## config.mk

```make
export PLATFORM = sky130hd
export DESIGN_NAME = hazard_ctrl
export DESIGN_NICKNAME = d
export VERILOG_FILES = /design/src/rtl/hazard_ctrl.sv
export SDC_FILE = /design/constraint.sdc
export NUM_CORES = 1
export LEC_CHECK = 0
export CAP_MARGIN = 15
export CORE_ASPECT_RATIO = 0.75
export CORE_UTILIZATION = 50
export CTS_CLUSTER_DIAMETER = 120
export CTS_CLUSTER_SIZE = 20
export DETAILED_ROUTE_END_ITERATION = 16
export PLACE_DENSITY = 0.86
export SYNTH_ARGS = -nofsm -noshare
export SYNTH_HDL_FRONTEND = slang
export SYNTH_SLANG_ARGS = --single-unit
```

## constraint.sdc

```tcl
create_clock -name clk -period 7.1 [get_ports clk]
set_clock_uncertainty 0.1 [all_clocks]
set_input_delay 0.71 -clock clk [delete_from_list [all_inputs] [get_ports clk]]
set_output_delay 0.71 -clock clk [all_outputs]
set_load 0.01 [all_outputs]
```

## src/rtl/hazard_ctrl.sv

```systemverilog
// Pipeline hazard controller for the 5-stage MIPS core: load-use bubbles, branch flushes,
// mult/div stall sequencing and saturating stall/flush performance counters.
module hazard_ctrl #(
    parameter int MD_LATENCY = 4,
    parameter int CNT_W      = 16
) (
    input  logic             clk,
    input  logic             rst,
    input  logic             id_valid,
    input  logic [4:0]       id_rs_addr,
    input  logic [4:0]       id_rt_addr,
    input  logic             id_uses_rt,
    input  logic             id_md_use,
    input  logic             ex_mem_read,
    input  logic [4:0]       ex_rt_addr,
    input  logic             ex_branch_taken,
    input  logic             ex_md_start,
    output logic             pc_write,
    output logic             ifid_write,
    output logic             ifid_flush,
    output logic             idex_flush,
    output logic             md_busy,
    output logic [CNT_W-1:0] stall_cycles,
    output logic [CNT_W-1:0] flush_events
);

    typedef enum logic {
        RUN     = 1'b0,
        MD_WAIT = 1'b1
    } state_t;

    localparam logic [7:0] MD_RELOAD = 8'(MD_LATENCY - 1);

    state_t     state;
    state_t     next_state;
    logic [7:0] md_cnt;
    logic [7:0] md_cnt_next;
    logic       lu;
    logic       md_st;

    assign lu = id_valid & ex_mem_read & (ex_rt_addr != 5'd0) &
                ((ex_rt_addr == id_rs_addr) | (id_uses_rt & (ex_rt_addr == id_rt_addr)));
    assign md_st = (state == MD_WAIT) & id_valid & id_md_use;

    // A new mult/div start always reloads the counter, even mid-wait; branches never abort it.
    always_comb begin
        next_state  = state;
        md_cnt_next = md_cnt;
        if (ex_md_start) begin
            next_state  = MD_WAIT;
            md_cnt_next = MD_RELOAD;
        end else if (state == MD_WAIT) begin
            if (md_cnt != 8'd0) begin
                md_cnt_next = md_cnt - 8'd1;
            end else begin
                next_state = RUN;
            end
        end
    end

    // Priority: reset, then taken branch (stalled instruction is wrong-path), then stall.
    always_comb begin
        pc_write   = 1'b1;
        ifid_write = 1'b1;
        ifid_flush = 1'b0;
        idex_flush = 1'b0;
        md_busy    = (state == MD_WAIT);
        if (rst) begin
            pc_write   = 1'b0;
            ifid_write = 1'b0;
            ifid_flush = 1'b1;
            idex_flush = 1'b1;
            md_busy    = 1'b0;
        end else if (ex_branch_taken) begin
            ifid_flush = 1'b1;
            idex_flush = 1'b1;
        end else if (md_st | lu) begin
            pc_write   = 1'b0;
            ifid_write = 1'b0;
            idex_flush = 1'b1;
        end
    end

    always_ff @(posedge clk) begin
        if (rst) begin
            state  <= RUN;
            md_cnt <= 8'd0;
        end else begin
            state  <= next_state;
            md_cnt <= md_cnt_next;
        end
    end

    always_ff @(posedge clk) begin
        if (rst) begin
            stall_cycles <= '0;
            flush_events <= '0;
        end else begin
            if (!pc_write && (stall_cycles != '1)) begin
                stall_cycles <= stall_cycles + 1'b1;
            end
            if (ex_branch_taken && (flush_events != '1)) begin
                flush_events <= flush_events + 1'b1;
            end
        end
    end

endmodule
```

==> out/qor.csv <==
stage;metric;value;unit
detailed_routing;drtIter0Drc;119;
layout;layout-drive-gt1-share;0.0615;
critical_path;crit_required;6.29;ns
critical_path;crit_arrival;3.27;ns
global_routing;grt_pass1_vias;1803;
critical_path;cp-start-kind;primary input;
detailed_routing;num_vias;2008;
critical_path;critPathKind;primary input to output port;
detailed_routing;detail-route-antenna-nets;0;
detailed_routing;wl;4790;µm
floorplanning;row_count;20;
floorplanning;die_area;4580;µm²
synthesis;yosysTopAreaCell;dfxtp_1;
clock_tree;cts_buffers;5;
timing;fin_ws;3.02;ns
synthesis;synth_flop_cell;dfxtp_1;
clock_tree;clk_pin_slew_worst_paths;0.08;ns
floorplanning;die_width;77.8;µm
floorplanning;die-height;58.9;µm
clock_tree;cts_hold_buf;0;
layout;layout.nets;335;
timing;hold_viol_final;0;
floorplanning;core;4100;µm²
global_routing;grt_antenna_before_repair;0;
synthesis;ys_ff_latch;41;
synthesis;netlist_area;2160;µm²
layout;stdcell_count;364;
critical_path;critPathCaptureType;output port;
detailed_routing;dr.pass1.iters;4;
placed_design;gp_congestion;0.807;
synthesis;synth_edf_count;0;
timing;tns;0;ns
timing;fmax;245;MHz
run;cap_violations;0;
synthesis;seq_area_frac_synth;0.381;
layout;final_util;0.695;
detailed_routing;viasPerCell;5.52;
clock_tree;postCtsSetupBuffers;0;
placed_design;portBuffers;59;
timing;tightest_slew;0.750;ns
global_routing;grt_first_pass_wirelength;7840;µm
global_routing;grt_max_degree;44;
critical_path;cp_max_fo;28;
timing;setup_viol;0;
placed_design;dpl.cell_count;356;
detailed_routing;routedWlPerCell;13.2;µm
detailed_routing;remaining_drc_errors;0;
synthesis;synth_most_common_cell;dfxtp_1;
synthesis;synth.area.top_cells;dfxtp_1 38%, xnor2_1 6.9%, nor2_1 5.0%, xor2_1 4.5%, a21oi_1 3.9%;
timing;whs;0.410;ns
floorplanning;start_util;0.525;
clock_tree;cts-root-buf;clkbuf_8;
synthesis;synthArstFlopShare;0;
synthesis;yosys-top-cells-count;41 x dfxtp_1, 29 x nor2_1, 17 x a21oi_1, 17 x xnor2_1;
layout;n_antenna_cell;0;
placed_design;dp_slack;3.00;ns
timing;slew_headroom;0.494;
worst_hold_path;hp-class;flop to flop;
synthesis;ys_warn_count;0;
pwr;p_per_area;156;nW/µm²
global_routing;overflow;0;
clock_tree;cts-htree-levels;2;
clock_tree;cts-resized-gates;0;
layout;fill_cells;361;
global_routing;track_usage;0.224;
synthesis;synth_nets;278;
outcome;run_status;completed;
placed_design;dp_hpwl;3420;µm
pwr;leakage;0.973;nW
synthesis;synth_area_per_cell;8.59;µm²
clock_tree;clkLatencyLatePin;0.30;ns
synthesis;synth_top_area_share;0.381;
clock_tree;cts_tree;done;
timing;period_needed;4.08;ns
timing;rsz0062_at_grt;false;
clock_tree;clock-sinks;41;
synthesis;ys_types;44;
layout;area_delta_synth_final;32.3;%
timing;final_max_slew_viol_count;0;
timing;final.period_utilization;0.575;
clock_tree;cts_max_path_buffers;2;
pwr;vdd_drop_max;0.000122;V
synthesis;syn_inst;251;
floorplanning;io-pin-count;60;
-- worst max-delay path, cell delays in order --
cell and delay [ns]:
clkdlybuf4s50_1 0.46, or3_1 0.41, o311a_1 0.35, a31oi_4 0.55, nor2b_1 0.23, clkdlybuf4s50_1 0.55
-- power breakdown --
part	internal (mW)	switching, mW
combinational	0.0306	0.0247
clock	0.0678	0.0835
sequential	0.234	0.00427
-- flip-flops by register name, summed over array words and instances, names as in the netlist --
register      flops
state             1
md_cnt            8
flush_events     16
stall_cycles     16
-- per-stage QoR --
stage	total power, mW	cell area [µm²]
CTS	0.448	2850
global placement	0.297	2770
floorplan	0.274	2160
global route	0.466	2850
finish	0.445	2850
detailed placement	0.299	2770
-- placed cells by master (no fill, tap or decap), types with 2 or more instances in the layout --
| master | count |
|---|---|
| mux2_1 | 2 |
| or3_4 | 2 |
| xnor2_1 | 17 |
| inv_1 | 7 |
| or4_1 | 4 |
| and3_1 | 4 |
| nand4_1 | 9 |
| clkdlybuf4s50_1 | 59 |
| or2b_1 | 2 |
| nor4_1 | 3 |
| nor2_1 | 29 |
| nand3_1 | 13 |
| nor3_1 | 3 |
| xor2_1 | 11 |
| nor2b_1 | 5 |
| a21oi_1 | 17 |
| a211oi_1 | 2 |
| o21ai_0 | 12 |
| nand2_1 | 13 |
| mux2i_1 | 2 |
| clkbuf_8 | 5 |
| clkinv_2 | 2 |
| ha_1 | 4 |
| or2_2 | 3 |
| and4_1 | 3 |
| or3_1 | 13 |
| nand2b_1 | 2 |
| dfxtp_1 | 41 |
| o31ai_1 | 3 |
| nand3b_1 | 2 |
-- cell families after synthesis --
group / Yosys count / share of synthesized area
AO/OA/AOI/OAI: 41 / 0.121
XOR/XNOR: 28 / 0.114
adder cells (fa/ha/maj): 4 / 0.0232
buffers and inverters: 17 / 0.0383
flip-flops: 41 / 0.381
multiplexers: 5 / 0.0250
AND/OR/NAND/NOR: 115 / 0.298
-- final timing paths --
kind | slack, ns | cells after the start | end | from
setup / recovery | 3.02 | 6 | pc_write | ex_rt_addr[0]
hold / removal | 0.41 | 2 | stall_cycles[9] | stall_cycles[9]
hold reg to reg | 0.41 | 2 | stall_cycles[9] | stall_cycles[9]
setup reg to reg | 4.66 | 7 | stall_cycles[13] | stall_cycles[0]
-- cell type report --
class,instances,area (µm²),share of cell area
tap,55,68.8,0.0241
clock buffer,5,68.8,0.0241
sequential,41,821,0.288
inverter,7,26.3,0.00921
timing repair buffer,60,598,0.210
multi-input combinational,193,1250,0.439
clock inverter,3,17.5,0.00614
-- routing by layer --
layer / vias up / GRT usage / wire, µm / share of wire
met5: - / 0 / 0 / 0
met4: 0 / 0.0889 / 75 / 0.016
met3: 9 / 0.0729 / 278 / 0.058
met2: 57 / 0.368 / 2180 / 0.46
met1: 937 / 0.274 / 2260 / 0.47
li1: 1005 / - / - / -
(Power assumes the default switching activity.)
